**config.mk**
```make
export PLATFORM = sky130hd
export DESIGN_NAME = mc_control_fsm
export DESIGN_NICKNAME = d
export VERILOG_FILES = /design/src/rtl/mc_control_fsm.sv
export SDC_FILE = /design/constraint.sdc
export NUM_CORES = 1
export LEC_CHECK = 0
export ABC_AREA = 1
export CAP_MARGIN = 20
export CORE_UTILIZATION = 61
export DETAILED_ROUTE_END_ITERATION = 10
export DONT_BUFFER_PORTS = 1
export GPL_ROUTABILITY_DRIVEN = 0
export GPL_TIMING_DRIVEN = 0
export PLACE_DENSITY = 0.77
export SYNTH_ARGS = -nofsm -noshare
export SYNTH_HDL_FRONTEND = slang
export SYNTH_SLANG_ARGS = --single-unit
```
**constraint.sdc**
```tcl
create_clock -name clk -period 1.7 [get_ports clk]
set_input_delay 0.34 -clock clk [delete_from_list [all_inputs] [get_ports clk]]
set_output_delay 0.34 -clock clk [all_outputs]
set_load 0.05 [all_outputs]
```
**src/rtl/mc_control_fsm.sv**
```systemverilog
// rtl/mc_control_fsm.sv - multi-cycle RV32I-subset control FSM; optional macro ILLEGAL_TRAP_EN
module mc_control_fsm #(
    parameter int MEM_TIMEOUT = 15,
    parameter int CNT_W       = 8
) (
    input  logic        clk,
    input  logic        reset,
    input  logic [31:0] instr,
    input  logic        zero,
    input  logic        mem_ready,
    output logic        pc_write,
    output logic        pc_src,
    output logic        ir_write,
    output logic        iord,
    output logic        mem_read,
    output logic        mem_write,
    output logic        reg_write,
    output logic        mem_to_reg,
    output logic        alu_src_a,
    output logic [1:0]  alu_src_b,
    output logic [3:0]  alu_control,
    output logic [3:0]  state_o,
    output logic        illegal,
    output logic        mem_err
);

    typedef enum logic [3:0] {
        S_FETCH  = 4'd0,
        S_DECODE = 4'd1,
        S_EXEC_R = 4'd2,
        S_EXEC_I = 4'd3,
        S_ADDR   = 4'd4,
        S_MEM_RD = 4'd5,
        S_MEM_WR = 4'd6,
        S_WB_ALU = 4'd7,
        S_WB_MEM = 4'd8,
        S_BRANCH = 4'd9,
        S_TRAP   = 4'd10
    } state_t;

    localparam logic [CNT_W-1:0] LP_TIMEOUT = CNT_W'(MEM_TIMEOUT);

    localparam logic [3:0] ALU_ADD = 4'b0000;
    localparam logic [3:0] ALU_OR  = 4'b0001;
    localparam logic [3:0] ALU_AND = 4'b0010;
    localparam logic [3:0] ALU_SLL = 4'b0011;
    localparam logic [3:0] ALU_SUB = 4'b0100;

    state_t           r_state;
    state_t           w_next;
    logic [CNT_W-1:0] r_cnt;
    logic             r_illegal;
    logic             r_mem_err;

    logic [6:0] w_opcode;
    logic [2:0] w_funct3;
    logic [6:0] w_funct7;
    logic       w_is_r;
    logic       w_is_andi;
    logic       w_is_mem;
    logic       w_is_beq;
    logic       w_wait_state;
    logic       w_timeout;
    logic       w_unused;

    assign w_opcode = instr[6:0];
    assign w_funct3 = instr[14:12];
    assign w_funct7 = instr[31:25];
    assign w_unused = ^{instr[24:15], instr[11:7]};

    // Only the three R-type forms with funct7 = 0 are supported; others are illegal at decode.
    assign w_is_r    = (w_opcode == 7'b0110011) && (w_funct7 == 7'b0000000) &&
                       ((w_funct3 == 3'b000) || (w_funct3 == 3'b110) || (w_funct3 == 3'b001));
    assign w_is_andi = (w_opcode == 7'b0010011) && (w_funct3 == 3'b111);
    assign w_is_mem  = (w_opcode == 7'b0000011) || (w_opcode == 7'b0100011);
    assign w_is_beq  = (w_opcode == 7'b1100011) && (w_funct3 == 3'b000);

    // Memory-wait states share one timeout counter; mem_ready on the limit cycle still wins.
    assign w_wait_state = (r_state == S_FETCH) || (r_state == S_MEM_RD) || (r_state == S_MEM_WR);
    assign w_timeout    = w_wait_state && !mem_ready && (r_cnt == LP_TIMEOUT);

    assign state_o = r_state;
    assign illegal = r_illegal;
    assign mem_err = r_mem_err;

    // State register, timeout counter and sticky trap flags.
    always_ff @(posedge clk) begin
        if (reset) begin
            r_state   <= S_FETCH;
            r_cnt     <= '0;
            r_illegal <= 1'b0;
            r_mem_err <= 1'b0;
        end else begin
            r_state <= w_next;
            if (w_next != r_state) begin
                r_cnt <= '0;
            end else if (w_wait_state && !mem_ready) begin
                r_cnt <= r_cnt + CNT_W'(1);
            end
            if (w_timeout) begin
                r_mem_err <= 1'b1;
            end
`ifdef ILLEGAL_TRAP_EN
            if ((r_state == S_DECODE) && (w_next == S_TRAP)) begin
                r_illegal <= 1'b1;
            end
`endif
        end
    end

    // Next-state and per-state datapath control decode.
    always_comb begin
        w_next      = r_state;
        pc_write    = 1'b0;
        pc_src      = 1'b0;
        ir_write    = 1'b0;
        iord        = 1'b0;
        mem_read    = 1'b0;
        mem_write   = 1'b0;
        reg_write   = 1'b0;
        mem_to_reg  = 1'b0;
        alu_src_a   = 1'b0;
        alu_src_b   = 2'b00;
        alu_control = ALU_ADD;
        case (r_state)
            S_FETCH: begin
                mem_read  = 1'b1;
                alu_src_b = 2'b01;
                if (mem_ready) begin
                    ir_write = 1'b1;
                    pc_write = 1'b1;
                    w_next   = S_DECODE;
                end else if (w_timeout) begin
                    w_next = S_TRAP;
                end
            end
            S_DECODE: begin
                alu_src_b = 2'b11;
                if (w_is_r) begin
                    w_next = S_EXEC_R;
                end else if (w_is_andi) begin
                    w_next = S_EXEC_I;
                end else if (w_is_mem) begin
                    w_next = S_ADDR;
                end else if (w_is_beq) begin
                    w_next = S_BRANCH;
                end else begin
`ifdef ILLEGAL_TRAP_EN
                    w_next = S_TRAP;
`else
                    w_next = S_FETCH;
`endif
                end
            end
            S_EXEC_R: begin
                alu_src_a = 1'b1;
                case (w_funct3)
                    3'b110:  alu_control = ALU_OR;
                    3'b001:  alu_control = ALU_SLL;
                    default: alu_control = ALU_ADD;
                endcase
                w_next = S_WB_ALU;
            end
            S_EXEC_I: begin
                alu_src_a   = 1'b1;
                alu_src_b   = 2'b10;
                alu_control = ALU_AND;
                w_next      = S_WB_ALU;
            end
            S_ADDR: begin
                alu_src_a = 1'b1;
                alu_src_b = 2'b10;
                // opcode bit 5 separates sw (0100011) from lw (0000011)
                w_next    = w_opcode[5] ? S_MEM_WR : S_MEM_RD;
            end
            S_MEM_RD: begin
                iord     = 1'b1;
                mem_read = 1'b1;
                if (mem_ready) begin
                    w_next = S_WB_MEM;
                end else if (w_timeout) begin
                    w_next = S_TRAP;
                end
            end
            S_MEM_WR: begin
                iord      = 1'b1;
                mem_write = 1'b1;
                if (mem_ready) begin
                    w_next = S_FETCH;
                end else if (w_timeout) begin
                    w_next = S_TRAP;
                end
            end
            S_WB_ALU: begin
                reg_write = 1'b1;
                w_next    = S_FETCH;
            end
            S_WB_MEM: begin
                reg_write  = 1'b1;
                mem_to_reg = 1'b1;
                w_next     = S_FETCH;
            end
            S_BRANCH: begin
                alu_src_a   = 1'b1;
                alu_control = ALU_SUB;
                pc_src      = 1'b1;
                pc_write    = zero;
                w_next      = S_FETCH;
            end
            S_TRAP: begin
                w_next = S_TRAP;
            end
            default: begin
                w_next = S_FETCH;
            end
        endcase
    end

endmodule

```
# After elaboration in Yosys (flattened, before gate mapping)
# Cells that the tools add are included.
[totals] mem_bits_ro=0 latchBits=0 reg_bits=13 output_inout_bits=21 memories=0 wordCells=69 mem_bits_rw=0
[classes] n_div=0 mul=0 shifts=0 n_reduce_logical=22 n_eq_ne=20 n_mux=23 order_cmp=0 bitwise_logic=0 add_sub_neg=1
[ops] operator="2-to-1 mux 4 bit" n=8
[ops] operator="case mux 4 bit (7 select lines)" n=1
[ops] operator="== test 4 x 3 -> 1 bit, second input constant" n=4
[ops] operator="== test 7 x 6 -> 1 bit, second input constant" n=2
[ops] operator="== test 4 bit, second input constant" n=3
[ops] operator="OR reduction 2 bit" n=6
[ops] operator="2-to-1 mux 1 bit" n=9
[ops] operator="case mux 3 bit (3 select lines)" n=1
[ops] operator="adder 8 x 1 -> 8 bit, second input constant" n=1
[ops] operator="== test 4 x 2 -> 1 bit, second input constant" n=2
[ops] operator="== test 8 x 4 -> 1 bit, second input constant" n=1
[ops] operator="== test 7 x 2 -> 1 bit, second input constant" n=1
[ops] operator="== test 7 x 5 -> 1 bit, second input constant" n=1
[ops] operator="== test 7 bit, second input constant" n=1
[ops] operator="zero test 7 bit" n=1
[ops] operator="== test 3 bit, second input constant" n=2
[ops] operator="logical AND 1 bit" n=6
[ops] operator="case mux 2 bit (3 select lines)" n=1
[ops] operator="logical OR 1 bit" n=5
[ops] operator="== test 4 x 1 -> 1 bit, second input constant" n=1
[ops] operator="zero test 4 bit" n=1
[ops] operator="inequality test 4 bit" n=1
[ops] operator="case mux 2 bit (2 select lines)" n=1
[ops] operator="OR reduction 4 bit" n=1
[ops] operator="5 further kinds" n=5

# Longest topological paths before layout
[depth] ltp_word=10 depth_mapped=13

# Worst setup path before layout
# Ideal clock, no wire load.
[synth_timing] path_type="register to output" startpoint="register r_state[3] (netlist: state_o[3])" endpoint="output pc_write" arrival_time_ps=2407 t_required_ps=1360 slack_ps=-1047 path_stages_with_launch=7 n_path_buf=0 cell_sequence="dfxtp_1 -> inv_1 -> nor2_1 -> inv_1 -> nor2_1 -> nand2_1 -> o21ai_0"
[synth_via] elab_chain_cells=2
[synth_lines] element="from (decl)" line="49" source="state_t r_state;"
[synth_lines] element="from (signal assigned)" line="94" source="r_state <= w_next;"
[synth_lines] element="== test 4 bit or zero test 4 bit (tied branches)" line="125" source="case (r_state)"
[synth_lines] element="case mux 1 bit (2 select lines) (*)" line="125"
[synth_lines] element="to (decl)" line="11" source="output logic pc_write,"
# Mark *: on every way between the ends. The rest lies on a longest branch, timed or not.

# Final worst setup path
[layout_timing] startpoint="register r_state[1] (netlist: state_o[1])" endpoint="register r_cnt[6]"
[layout_via] elab_chain_cells=10
[layout_lines] element="== test 4 x 3 -> 1 bit or zero test 4 bit (tied branches)" line="79, 125"
[layout_lines] element="logical OR 1 bit (2 in series)" line="79" source="assign w_wait_state = (r_state == S_FETCH) || (r_state == S_MEM_RD) || (r_state == S_MEM_WR);"
[layout_lines] element="logical AND 1 bit" line="80, 97"
[layout_lines] element="logical AND 1 bit" line="80" source="assign w_timeout = w_wait_state && !mem_ready && (r_cnt == LP_TIMEOUT);"
[layout_lines] element="2-to-1 mux 4 bit" line="133, 181, 190"
[layout_lines] element="2-to-1 mux 4 bit (on tied branches)" line="188, 129, 179"
[layout_lines] element="case mux 4 bit (7 select lines)" line="125"
[layout_lines] element="inequality test 4 bit" line="95" source="if (w_next != r_state) begin"
[layout_lines] element="OR reduction 2 bit (no source line)"
[layout_lines] element="to (signal assigned)" line="98" source="r_cnt <= r_cnt + CNT_W'(1);"
[layout_lines] element="to (decl)" line="51" source="logic [CNT_W-1:0] r_cnt;"
# Several ways; a longest one is shown, not always the timed one.
# A chain may end at the register's enable or synchronous reset.

==> out/metrics.csv <==
stage;metric;value;unit
power;clkPwrFrac;0.236;
timing;timing.final.crit_share;1.29;
power;pwr-share-comb;0.339;
cts;root_buffer;clkbuf_4;
hold_path;hold_class;in -> reg;
critical_path;cp_max_fo;8;
global_route;grt_max_degree;9;
drt;vias;1383;
timing;finalClockSkew;0.00329;ns
hold_path;worstHoldPathCells;1;
floorplanning;die_y;44.0;µm
drt;totalWireLength;3690;µm
power;intPower;475;µW
timing;min_period;2.19;ns
layout;nNetsFinal;239;
cts;clkLatencyLatePin;0.27;ns
power;switchingPower;320;µW
power;seqPwrFrac;0.424;
critical_path;cp_data_arrival_time;2.38;ns
yosys;synth_area_leader_cell;dfxtp_1;
placement;hpwl;1880;µm
timing;rsz0062_at_grt;true;
global_route;grt_pass1_wl;4280;µm
drt;drt_iter0_markers;111;
global_route;antenna_found_initial;0;
yosys;synth.distinct_cells;25;
yosys;ys_seq_area_frac;0.242;
status;violations;design-rule violations, negative setup slack;
yosys;syn_inst;188;
drt;wire_per_inst;17.0;µm
floorplanning;num_rows;14;
drt;drc;2;
timing;max_freq;457;MHz
drt;dr.pass1.iters;8;
power;p_leak;0.000644;µW
critical_path;worstPathRequired;1.90;ns
hold_path;min_from;reset;
drt;via_per_inst;6.37;
drt;antenna_left;0;
timing;slew_violations;0;
yosys;avgSynthCellArea;5.71;µm²
layout;drive_gt1_frac;0.313;
cts;cts_tree;yes;
power;p_sw_frac;0.402;
cts;cts-buffers-inserted;3;
critical_path;start_kind;register;
yosys;synth-seq-cells;13;
hold_path;hold_end;state_o[1]$_SDFF_PP0_;
cts;clock_path_buffers;2;
power;irDropWorstVdd;628;µV
timing;worst_slew_pin_slew;0.593;ns
yosys;ys_warn_count;0;
layout;final_util;0.904;
floorplanning;pin_count;57;
global_route;grt_pass1_vias;1034;
cts;path_clk_slew;0.08;ns
yosys;synth_area_leaders;dfxtp_1, nor2_1, nand2_1;
floorplanning;die_area;0.00193;mm²
timing;finalHoldViolations;0;
floorplanning;fp.dieW;44.0;µm
power;power_density;557;mW/mm²
global_route;grt-ovfl-total;0;
cts;clock-sinks;13;
layout;syn2layout_area_growth;32.8;%
critical_path;r2r_cells;12;
placement;portBuffers;0;
status;status;complete, but fails checks;
critical_path;r2r_slack;-0.49;ns
timing;setup_viol;22;
layout;n_antenna_cell;0;
critical_path;rr_endpoint;r_cnt[6]$_SDFFE_PP0P_;
timing;finalWorstSetupSlack;-0.487;ns
cts;h-tree-depth;1;
critical_path;path_class;reg -> reg;
floorplanning;initial_utilization;0.681;
timing;slew-limit-headroom;0.606;
critical_path;cp-end-kind;register;
power;power;794;µW
global_route;track_usage;0.292;
yosys;netlist.area_leader.share;0.242;
job;drv_cap;0;
yosys;netlist_area;0.00107;mm²
critical_path;timing.rr.start;state_o[1]$_SDFF_PP0_;
floorplanning;core-area;0.00158;mm²
## state kept, by name, summed over array words and instances, names as in the netlist
| name | flops |
|---|---|
| mem_err | 1 |
| r_cnt | 8 |
| state_o | 4 |
## metal layers
layer | vias up | wire [µm] | part of all wire | global-route usage
li1 | 615 | - | - | -
met1 | 593 | 1350 | 0.37 | 0.353
met2 | 136 | 1600 | 0.43 | 0.501
met3 | 39 | 480 | 0.13 | 0.0917
met4 | 0 | 261 | 0.071 | 0.0727
met5 | - | 0 | 0 | 0
## what timing repair did
action	in CTS	in global routing
endpoints found under the setup margin	22	25
buffers inserted	4	4
resized for setup	20	21
hold endpoints to repair	0	0
hold buffers	0	0
pin swaps	6	5
## cells in the mapped netlist
cell / n
xnor2_1: 5
nand2_2: 5
o21ai_0: 3
nand4_1: 3
o22ai_1: 2
a31oi_1: 1
nor3_1: 4
conb_1: 1
mux2i_1: 1
ha_1: 1
nand3_1: 21
dfxtp_1: 13
nor2_1: 41
and2_0: 1
nand3b_1: 1
inv_2: 1
nand2_1: 40
a21oi_1: 5
nand3_2: 1
a21oi_2: 1
nor2_2: 2
xor2_1: 2
buf_4: 3
inv_1: 29
o211ai_1: 1
## critical path, stage by stage (launching register included)
cell and delay [ns]:
dfxtp_4 0.54, nand2_2 0.19, inv_1 0.11, nor2_1 0.07
nand3_1 0.12, nand2_2 0.12, a21oi_2 0.22, nand2_1 0.11
nand2_1 0.09, nand3_1 0.11, nor2_2 0.11, nand2_2 0.13
nor2_1 0.17
## per-stage QoR
step | instance area, µm² | TNS (ns) | hold slack [ns] | std cells | setup WS, ns
3_3_place_gp | 1170 | -1.37 | 0.401 | 205 | -0.151
3_5_place_dp | 1170 | -1.76 | 0.405 | 205 | -0.185
4_1_cts | 1300 | -4.01 | 0.111 | 213 | -0.235
5_1_grt | 1430 | -7.09 | 0.0965 | 217 | -0.506
2_1_floorplan | 1150 | -0.0791 | 0.399 | 189 | -0.0538
6_report | 1430 | -5.84 | 0.117 | 217 | -0.487
## cell type report
class	instances	area (µm²)
well taps	16	20.0
inverters	30	124
plain buffers	3	22.5
clock buffers	4	26.3
multi-input cells	143	881
fillers	76	151
repair buffers	8	76.3
flip-flops and latches	13	275
## cells by family (layout without fill, tap and decap cells)
logic type	after synthesis	count (layout)	share of synthesized area
adder cells (fa/ha/maj)	1	1	0.0117
other	1	2	0.00349
XOR/XNOR	7	7	0.0571
multiplexers	1	1	0.00932
flip-flops	13	13	0.242
buffers and inverters	33	45	0.126
AND/OR/NAND/NOR	119	119	0.480
AO/OA/AOI/OAI	13	13	0.0699
## cells in the final DEF (no fill, tap or decap), drive strengths merged, types with 2 or more instances in the layout
| cell | count |
|---|---|
| nand3 | 22 |
| o22ai | 2 |
| nand4 | 3 |
| xnor2 | 5 |
| dfxtp | 13 |
| clkbuf | 4 |
| a21oi | 6 |
| conb | 2 |
| xor2 | 2 |
| nor2 | 43 |
| buf | 11 |
| inv | 29 |
| nand2 | 45 |
| o21ai | 3 |
| nor3 | 4 |
## worst max-delay path by stage
stage                                      from               endpoint  slack [ns]  depth (start not counted)
after detailed placement  state_o[2]$_SDFF_PP0_  r_cnt[4]$_SDFFE_PP0P_       -0.19                         13
after CTS                 state_o[3]$_SDFF_PP0_         alu_control[1]       -0.23                          3
after floorplan           state_o[3]$_SDFF_PP0_               pc_write       -0.05                          6
final                     state_o[1]$_SDFF_PP0_  r_cnt[6]$_SDFFE_PP0P_       -0.49                         12
after global placement    state_o[3]$_SDFF_PP0_               pc_write       -0.15                          6
after global routing      state_o[1]$_SDFF_PP0_  r_cnt[7]$_SDFFE_PP0P_       -0.51                         11
## power groups by stage
stage | combinational, µW | sequential [µW] | clock, µW
global placement | 205 | 337 | 0
detailed placement | 209 | 338 | 0
CTS | 229 | 334 | 190
global route | 285 | 338 | 205
finish | 270 | 337 | 188
floorplan | 190 | 335 | 0
Note: power is estimated with default switching activity, not from simulation.
